===== src/rtl/timer_keypad_loader.sv =====
// Keypad entry stage for the timer's BCD down-counter chain.
// Collects MM:SS digits and pulses load when a valid value is started.
//
// Ports:
//   clk        rising-edge system clock
//   rst        asynchronous active-high reset
//   key_valid  keypad strobe level; each 0->1 edge is one key
//   key_code   keypad code, 0-9 digit, 10-15 non-digit
//   start      start request pulse
//   clear      clear request pulse
//   min_tens   BCD digit 3 (leftmost)
//   min_ones   BCD digit 2
//   sec_tens   BCD digit 1
//   sec_ones   BCD digit 0 (rightmost)
//   load       one-cycle parallel-load pulse for the counters
//   digit_cnt  number of digits entered so far
//   err        one-cycle pulse on a rejected key or start
module timer_keypad_loader #(
    parameter int NUM_DIGITS   = 4,
    parameter int SEC_TENS_MAX = 5
) (
    input  logic       clk,
    input  logic       rst,
    input  logic       key_valid,
    input  logic [3:0] key_code,
    input  logic       start,
    input  logic       clear,
    output logic [3:0] min_tens,
    output logic [3:0] min_ones,
    output logic [3:0] sec_tens,
    output logic [3:0] sec_ones,
    output logic       load,
    output logic [2:0] digit_cnt,
    output logic       err
);

    localparam logic [2:0] CNT_MAX = 3'(NUM_DIGITS);
    localparam logic [3:0] ST_MAX  = 4'(SEC_TENS_MAX);

    typedef enum logic [1:0] {
        IDLE,
        ENTRY,
        LOADED
    } state_t;

    state_t          state;
    state_t          state_n;
    logic [3:0][3:0] dig;
    logic [3:0][3:0] dig_n;
    logic [2:0]      cnt;
    logic [2:0]      cnt_n;
    logic            load_n;
    logic            err_n;
    logic            key_valid_d;
    logic            key_hit;
    logic            is_digit;

    assign key_hit  = key_valid & ~key_valid_d;
    assign is_digit = (key_code < 4'd10);

    always_ff @(posedge clk or posedge rst) begin
        if (rst) begin
            state       <= IDLE;
            dig         <= '0;
            cnt         <= '0;
            load        <= 1'b0;
            err         <= 1'b0;
            key_valid_d <= 1'b0;
        end else begin
            state       <= state_n;
            dig         <= dig_n;
            cnt         <= cnt_n;
            load        <= load_n;
            err         <= err_n;
            key_valid_d <= key_valid;
        end
    end

    // clear wins over start, start wins over a key in the same cycle;
    // a key that loses to start is simply dropped.
    always_comb begin
        state_n = state;
        dig_n   = dig;
        cnt_n   = cnt;
        load_n  = 1'b0;
        err_n   = 1'b0;
        if (clear) begin
            state_n = IDLE;
            dig_n   = '0;
            cnt_n   = '0;
        end else begin
            unique case (state)
                IDLE: begin
                    if (!start && key_hit) begin
                        if (is_digit) begin
                            // fresh entry: upper digits cleared
                            dig_n   = {12'h000, key_code};
                            cnt_n   = 3'd1;
                            state_n = ENTRY;
                        end else begin
                            err_n = 1'b1;
                        end
                    end
                end
                ENTRY: begin
                    if (start) begin
                        if (dig[1] <= ST_MAX) begin
                            load_n  = 1'b1;
                            cnt_n   = '0;
                            state_n = LOADED;
                        end else begin
                            err_n = 1'b1;
                        end
                    end else if (key_hit) begin
                        if (!is_digit) begin
                            err_n = 1'b1;
                        end else if (cnt < CNT_MAX) begin
                            dig_n = {dig[2:0], key_code};
                            cnt_n = cnt + 3'd1;
                        end
                    end
                end
                LOADED: begin
                    // digits stay on the outputs until the next entry
                    state_n = IDLE;
                    if (!start && key_hit && !is_digit) begin
                        err_n = 1'b1;
                    end
                end
                default: begin
                    state_n = IDLE;
                end
            endcase
        end
    end

    assign min_tens  = dig[3];
    assign min_ones  = dig[2];
    assign sec_tens  = dig[1];
    assign sec_ones  = dig[0];
    assign digit_cnt = cnt;

endmodule

===== config.mk =====
export PLATFORM = sky130hd
export DESIGN_NAME = timer_keypad_loader
export DESIGN_NICKNAME = d
export VERILOG_FILES = /design/src/rtl/timer_keypad_loader.sv
export SDC_FILE = /design/constraint.sdc
export NUM_CORES = 1
export LEC_CHECK = 0
export ABC_CLOCK_PERIOD_IN_PS = 1650
export CORE_MARGIN = 2
export CORE_UTILIZATION = 25
export CTS_CLUSTER_DIAMETER = 200
export DETAILED_ROUTE_END_ITERATION = 16
export RECOVER_POWER = 100
export SETUP_SLACK_MARGIN = 0.3
export SYNTH_ARGS = -nofsm -noshare
export SYNTH_HDL_FRONTEND = slang
export SYNTH_SLANG_ARGS = --single-unit

===== constraint.sdc =====
create_clock -name clk -period 1.65 [get_ports clk]
set_clock_uncertainty 0.2 [all_clocks]
set_input_delay 0.495 -clock clk [delete_from_list [all_inputs] [get_ports clk]]
set_output_delay 0.495 -clock clk [all_outputs]
set_load 0.01 [all_outputs]

======== Word level (Yosys, flattened, before mapping) ========
Cells that the tools add are included.
operators by class
  add/subtract/negate cells ............... 1
  $lt $le $gt $ge ......................... 3
  equality and inequality tests ........... 14
  mux-type cells .......................... 35
  bitwise operators ....................... 2
  reductions and logical operators ........ 9
operators with widths
  kind                                                                   count
  16-bit 2-to-1 mux                                                      7
  16-bit case mux with 2 select lines                                    1
  3-bit 2-to-1 mux                                                       8
  3-bit != test, second input constant                                   8
  4-bit != test, second input constant                                   4
  7-bit AND reduction                                                    2
  1-bit 2-to-1 mux                                                       11
  2-bit 2-to-1 mux                                                       5
  3-bit case mux with 2 select lines                                     1
  4-bit by 3-bit <= comparator with 1-bit output, second input constant  1
  4-bit < comparator, second input constant                              1
  2-bit case mux with 2 select lines                                     1
  4-bit AND reduction                                                    1
  3-bit by 1-bit adder with 3-bit output, second input constant          1
  3-bit < comparator, second input constant                              1
  1-bit case mux with 3 select lines                                     1
  3-bit nonzero test                                                     1
  2-bit by 1-bit equality test with 1-bit output, second input constant  1
  2-bit equality test, second input constant                             1
  1-bit logical AND                                                      2
  1-bit zero test                                                        2
  2-bit zero test                                                        1
  1-bit bitwise AND                                                      1
  1-bit NOT                                                              1
word-level totals
  register bits ........................... 24
  input bits .............................. 9
  logic and storage cells ................. 73

======== Logic depth before layout (Yosys ltp) ========
Gate-level depths: netlist (run 1).
  word-level depth ........................ 7
  depth in mapped cells ................... 6
  mapped depth without buffers ............ 4

======== Worst setup path after synthesis (run 1) ========
Ideal clock, no wire load.
  kind .................................... input-to-reg
  start ................................... in start
  end ..................................... reg dig, in the netlist min_ones[3]
  setup time .............................. 78 ps
  arrival time ............................ 1352 ps
  path slack .............................. 20 ps
  stages on the path ...................... 6
  buffers on the path ..................... 2
  cells stage by stage .................... nor3b_4 -> and3_1 -> buf_6 -> buf_12 -> nand3_1 -> a21oi_1
between the ends
  longest elaborated chain between the ends .. 4
  elaborated cells between the ends (all ways) .. 5
  those cells by class .................... 2 x eq/ne; 3 x reduce/logical
ends and longest elaborated chain
  what                                    line  RTL
  start: declaration                      26    input logic start,
  1-bit zero test                         94    if (!start && key_hit) begin
  1-bit logical AND                       94
  3-bit != test (no source line)          --
  7-bit AND reduction (no source line) *  --
  end signal: assignment                  71    dig <= dig_n;
  end: declaration                        48    logic [3:0][3:0] dig;
Every way passes the cells marked *; elsewhere a longest branch is shown, timed or not.
A chain may end at the register's enable or synchronous reset.

======== Final worst setup path (run 1) ========
  start ................................... reg key_valid_d
  end ..................................... reg dig, in the netlist min_tens[1]
between the ends
  longest elaborated chain between the ends .. 5
  elaborated cells between the ends (all ways) .. 6
  those cells by class .................... 2 x eq/ne; 2 x bitwise; 2 x reduce/logical
ends and longest elaborated chain
  what                                    line  RTL
  start: declaration                      54    logic key_valid_d;
  start signal: assignment                75    key_valid_d <= key_valid;
  1-bit NOT *                             58    assign key_hit = key_valid & ~key_valid_d;
  1-bit bitwise AND *                     58
  1-bit logical AND                       94
  3-bit != test (no source line)          --
  7-bit AND reduction (no source line) *  --
Marked as above.

==> results summary, run 1 <==
The number of synthesis warnings is 0. The placed standard-cell area came out at 1590 um2. For this block, the via count after detailed routing is 1102. The clock tree buffer depth is 2. The total die area came out at 4880 um2.

The number of H-tree branching levels came out at 1. At the pin with the least slew margin, the transition time is 0.610 ns. The clock transition time at the flip-flop clock pins of the worst setup and hold paths came out at 0.09 ns. At the worst endpoint, the required time is 1.65 ns. The share of cell area taken by muxes after synthesis is 0%. The sequential element share of the synthesized area came out at 55.4%.

The compound-cell area share of the yosys netlist came out at 15.1%. The post-route worst setup slack came out at 0.0612 ns. The worst slew slack as a fraction of its limit is 59.3%. The width of the die is 69.9 um. The number of buffers created by CTS came out at 3. After routing the design area is 1820 um2. The number of iterations in the first detailed-routing pass came out at 4. The first-pass GRT wire length came out at 5350 um. The highest attainable clock frequency is 629 MHz. The maximum number of pins on one net before global-route repair came out at 25.

The number of nets in the final layout is 189. TritonCTS built the clock tree. The share of synthesized area in the top cell type comes to 55.4%. In this run the register-to-register setup slack is 0.06 ns. STA classifies the critical path startpoint as a flip-flop. The worst slack after detailed placement came out at -0.544 ns. At the later pin of the worst-skew pair, clock insertion delay measures 0.26 ns. The total of fill cells in the finished design is 402. The final cell count without fillers is 227. The diode insertion count for antenna repair came out at 0.

The net count after synthesis is 118. The setup-violating endpoint count in the final report came out at 0. The DRC violation total after the first TritonRoute iteration is 39. The clock net in this run drives a total of 24 sinks. The detailed-route vias per instance is 4.85. Of the cells placed in the final design, the portion with a size suffix greater than 1 is 46.9%.

The number of top-level pins is 30. After synthesis, the largest family of logic cells by area is simple AND/OR/NAND/NOR gates. Setup repair after global routing could not meet its margin everywhere. Along the worst path, the maximum fanout reaches 8. The endpoint arrival time on the critical path is 1.59 ns. The classification of the worst-slack hold path is input pin to flip-flop.

The top cell types in the final layout, fill and taps aside, are sky130_fd_sc_hd__buf_4, sky130_fd_sc_hd__dfrtp_1, sky130_fd_sc_hd__clkbuf_1. From synthesis to final layout, the design area changed by 67.6%. The static leakage is 0.775 nW. The cell sitting at the root of the clock tree is a sky130_fd_sc_hd__clkbuf_8. The path with the worst hold slack has its endpoint at key_valid_d. The detailed-route wire length came out at 3340 um. The initial standard-cell utilization of the core came out at 26.5%. The number of antenna-violating nets in the routed design is 0.

The overall global routing resource usage is 13.4%. Dividing total power by cell area gives a power density of 601 nW/um2. The number of slew-limit violations in the final report came to 0. The die outline height came out at 69.9 um. At the end of routability-driven placement, the weighted congestion stood at 0.849. The number of port buffers came out at 29. The number of synthesized register bits came out at 24.

The maximum ir drop on the vdd rail came out at 353 uV. The reg-to-reg endpoint is min_tens[1]. The run finished with clean final reports. At the end of the flow the core is filled with cells to 44.5%. The total of hold buffers inserted after clock tree synthesis is 0.

The xor and xnor area share after synthesis is 0%. The number of antenna violations at the first check in global routing came to 0. The total of max-cap violations came out at 0. The worst register-to-register path begins at key_valid_d.

The total overflow left after global routing is 0. The startpoint identified for the worst hold timing path is key_valid. The final number of hold-violating endpoints came out at 0.

The startpoint-to-endpoint class of the critical path is flip-flop to flip-flop. The number of cells on the worst reg-to-reg path came out at 6. Yosys attributes the largest share of cell area to sky130_fd_sc_hd__dfrtp_1, sky130_fd_sc_hd__a21oi_1, sky130_fd_sc_hd__nand2_1, sky130_fd_sc_hd__nand3_1, sky130_fd_sc_hd__buf_12.

The number of global-route vias before repair was 1054. The minimum clock period came out at 1.59 ns. The library cell used most frequently in the layout, excluding fill and tap cells, is sky130_fd_sc_hd__buf_4.

The mean area per synthesized cell came out at 10.0 um2. The area fraction in and, or, nand and nor cells after synthesis came out at 22.7%. The part of the cycle the worst path needs came out at 96.3%. Along the worst hold path, the cell count comes to 1.

The final routed wire length divided by cell count came out at 14.7 um. Synthesis handed over a netlist of 108 instances. The biggest area contributor in the post-synthesis netlist is sky130_fd_sc_hd__dfrtp_1.

The standard-cell row count is 23. The total placed cells including tap cells came out at 202. The wire-length estimate of the detail-placed layout is 1910 um.

The synthesized netlist devotes 1.15% of its cell area to adder and majority cells. The total core area came out at 4090 um2. Counting distinct cell types in the post-synthesis netlist gives 27.

The number of DRC violations after detailed routing came out at 0. The type of destination of the critical path is a flip-flop. The post-synthesis cell area came out at 1080 um2.
layout make-up:
type | instances | area (um2) | share of cell area [%]
Sequential cell | 24 | 602 | 33.1
Multi-Input combinational cell | 75 | 591 | 32.5
Timing Repair Buffer | 72 | 510 | 28.1
Tap cell | 50 | 62.6 | 3.44
Clock buffer | 3 | 41.3 | 2.27
Inverter | 3 | 11.3 | 0.619
cells in the mapped netlist, drive strengths merged:
cell and count:
dfrtp 24, nand2b 1, nand2 20, and3 1, nand3b 1, a21oi 22, clkbuf 4, inv 3
and4b 2, and2 1, nor2 1, a32oi 1, a221oi 1, nor3b 1, buf 2, nand3 14
o21ai 3, ha 1, nand4b 2, a2111oi 1, a311oi 1, or2b 1
how the worst max path moves through the flow:
stage	start	end	slack (ns)	depth (start not counted)
6_report	key_valid_d	min_tens[1]	0.06	6
5_1_grt	key_valid_d	min_tens[1]	0.009	6
4_1_cts	key_valid_d	digit_cnt[1]	0.10	6
3_5_place_dp	start	state[0]	-0.54	5
3_3_place_gp	start	sec_tens[2]	-0.50	6
2_1_floorplan	start	min_ones[3]	0.05	6
sequential cells by signal, indices dropped and copies added (netlist names):
name,flops
state,2
min_tens,4
sec_tens,4
key_valid_d,1
err,1
sec_ones,4
min_ones,4
digit_cnt,3
load,1
power by group:
part           internal [W]  switching [W]
clock              0.000163       0.000181
sequential         0.000595     0.00000455
combinational     0.0000671      0.0000835
per-layer routing:
metal	vias up	share of wire [%]	GRT usage, %
met5	-	0	0
met4	0	1.8	4.49
met3	6	4.3	2.74
met2	32	50	21.4
met1	541	44	18.0
li1	523	-	-
worst max-delay path, cell delays in order, from the launching register on:
cell	delay [ns]
sky130_fd_sc_hd__dfrtp_1	0.40
sky130_fd_sc_hd__nor3b_4	0.23
sky130_fd_sc_hd__and3_4	0.22
sky130_fd_sc_hd__buf_4	0.13
sky130_fd_sc_hd__buf_12	0.13
sky130_fd_sc_hd__nand3_1	0.09
sky130_fd_sc_hd__a21oi_2	0.13
stage by stage:
step,total power (W),TNS (ns),hold slack [ns]
global route,0.00114,0,0.154
detailed placement,0.000739,-10.40,0.319
floorplan,0.000666,0,0.300
finish,0.00109,0,0.160
global placement,0.000737,-9.60,0.318
CTS,0.00110,0,0.146
logic make-up after synthesis:
group                    count (synthesis)
adder cells (fa/ha/maj)                  1
AND/OR/NAND/NOR                         45
buffers and inverters                    9
flip-flops                              24
AO/OA/AOI/OAI                           29
repair_timing:
item,4_1_cts,5_1_grt
setup endpoints to repair,44,44
hold endpoints to repair,0,0
pin swaps,28,14
setup buffers,14,6
gates resized for setup,136,16
gates cloned,1,1
No activity file was read; power rests on OpenSTA's default activity.
==> run 2: changes to the inputs <==
Settings changed: CTS_CLUSTER_SIZE from default to 28.
==> results of run 2 <==
Same layout as run 1: the final DEF is identical, and so are final timing and power.
==> run 3: changes to the inputs <==
Settings changed: ABC_CLOCK_PERIOD_IN_PS 1650 to 1600, TNS_END_PERCENT from default to 100.
Clock period 1.65 ns to 1.6 ns, I/O delays scaled along.
==> results summary, run 3 (synthesis gave the netlist of run 1 again) <==
The run finished with clean final reports. In this run the tightest slew margin relative to its limit is 60.0%. The switching fraction of total power is 22.2%. The required time of the critical path came out at 0.92 ns. The number of iterations in the first detailed-routing pass is 4.

The slowest stage of the critical path belongs to the cell sky130_fd_sc_hd__dfrtp_1. The number of global-route vias before repair came out at 1040. The total net switching power is 0.000287 W. Data on the critical path arrives at its endpoint at 0.87 ns. The maximum fanout encountered on the critical timing path is 3. The total negative slack for setup checks is 0 ns. The final design area excluding fillers is 1760 um2. The worst hold path cell count is 1. The total core area came out at 4090 um2. The overall global routing resource usage is 12.2%.

On the worst path, the slowest cell contributes a delay of 0.44 ns. The number of cells on the worst reg-to-reg path came out at 6. The die outline height is 69.9 um. The internal power of the cells totals 0.00101 W.

The die covers 4880 um2. The synthesis-to-finish area growth is 61.8%. The total half-perimeter wirelength after legalization and detailed placement is 1980 um.

The worst slack after detailed placement is -0.569 ns. Of the cells placed in the final design, the portion with a size suffix greater than 1 is 39.5%. Summing over every cut layer, the via total after detailed routing is 1073.

In this run the static leakage power is 0.760 nW. The number of port buffers came out at 29. The minimum clock period came out at 1.55 ns.

The total of max-cap violations came out at 0. TritonCTS built the clock tree. Traced cell by cell, the critical path runs through clkbuf_2. The number of buffers created by CTS is 3.

The highest attainable clock frequency is 645 MHz. The sequential cell fraction of total power is 47.7%. The root buffer cell chosen for the clock tree is sky130_fd_sc_hd__clkbuf_8. The worst path meets setup with 0.0496 ns of slack. Once the floorplan was initialized, standard cells occupied 26.5% of the core. The clock transition time at the flip-flop clock pins of the worst setup and hold paths came out at 0.09 ns.

The clock reaches the later pin of the worst-skew pair after 0.27 ns. VDD sags by at most 308 uV. The routed design has 3220 um of wire. The standard-cell row count came out at 23. The number of slew-limit violations in the final report was 0. The placed instances occupy a cell area of 1650 um2. The most common cell after layout, fill and taps aside is sky130_fd_sc_hd__buf_4.

The number of antenna-violating nets in the routed design is 0. By startpoint and endpoint, the worst setup path is classified as flip-flop to primary output. At the pin with the least slew margin, the transition time is 0.600 ns. The number of buffers and inverters on the critical path is 1. The final layout contains 188 nets. In this run, the combinational gates consume 10.5% of the power. The worst setup path is captured at a primary output. The remaining global-route overflow came out at 0. CTS built an H-tree with a depth of 1. Setup repair after global routing could not meet its margin everywhere.

The number of antenna violations at the first check in global routing is 0. The diode insertion count for antenna repair came out at 0. The number of top-level pins is 30. The total design power came out at 0.00130 W. The final number of hold-violating endpoints is 0. STA classifies the critical path startpoint as a flip-flop. Counting every sink on the clock net gives 24. The width of the die came out at 69.9 um. The number of DRC violations after detailed routing came out at 0. The detailed-route vias per instance is 4.73. The setup-violating endpoint count in the final report is 0. For flop-to-flop paths, the worst setup slack is 0.05 ns.

The routability-driven placement congestion ratio is 0.854. The logic depth of the worst setup path including buffers is 1. The clock tree buffer depth came out at 2.

Dividing total power by cell area gives a power density of 738 nW/um2. After detailed routing, the average wire length per cell comes to 14.2 um. The part of the cycle the worst path needs is 96.9%.

Entering global routing, the biggest net connects 25 pins. The detailed router finished its first iteration with 25 violations. The first-pass GRT wire length is 4840 um.

The number of hold buffers added after CTS was 0. The kind of cell with the highest combined delay along the critical path is flip-flops. The clock network fraction of total power is 41.7%.

The classification of the worst-slack hold path is input pin to flip-flop. The library cells used most frequently in the layout, excluding fill and tap cells, are sky130_fd_sc_hd__buf_4, sky130_fd_sc_hd__dfrtp_1, sky130_fd_sc_hd__clkbuf_1.
## run 3: layer usage
layer | up-vias | routed length, um | GRT usage [%]
met4 | 0 | 60 | 5.98
met2 | 31 | 1630 | 20.8
met5 | - | 0 | 0
met1 | 515 | 1400 | 15.3
li1 | 521 | - | -
met3 | 6 | 135 | 1.44
## run 3: power groups by stage
stage	clock [W]	sequential, W	combinational, W
3_5_place_dp	0	0.000630	0.000134
3_3_place_gp	0	0.000629	0.000132
2_1_floorplan	0	0.000634	0.0000525
5_1_grt	0.000570	0.000619	0.000148
4_1_cts	0.000541	0.000618	0.000133
6_report	0.000541	0.000619	0.000137
## run 3: path summary, 6_finish.rpt
| path | startpoint | end |
|---|---|---|
| worst max-delay path | digit_cnt[2] | digit_cnt[2] |
| worst min-delay path | key_valid | key_valid_d |
| worst max register to register | key_valid_d | sec_ones[1] |
| worst min register to register | min_tens[1] | min_tens[1] |
| max in group asynchronous | rst | min_tens[1] |
| min in group asynchronous | rst | state[0] |
## run 3: through the flow
step	hold slack (ns)	util [%]	cells
finish	0.131	43.0	227
global route	0.135	43.0	227
CTS	0.226	42.3	222
detailed placement	0.321	40.4	210
global placement	0.318	40.4	210
floorplan	0.295	-	108
## run 3: final cells by class
cell class | instances | area (um2)
well taps | 50 | 62.6
clock inverters | 1 | 30.0
multi-input cells | 75 | 522
flip-flops and latches | 24 | 601
fillers | 411 | 2330
repair buffers | 71 | 488
inverters | 3 | 11.3
clock buffers | 3 | 41.3
## run 3: what timing repair did
action | in CTS | in global routing
endpoints found under the setup margin | 44 | 44
pin swaps | 10 | 5
gates cloned | 0 | 1
resized for setup | 113 | 18
setup buffers | 8 | 4
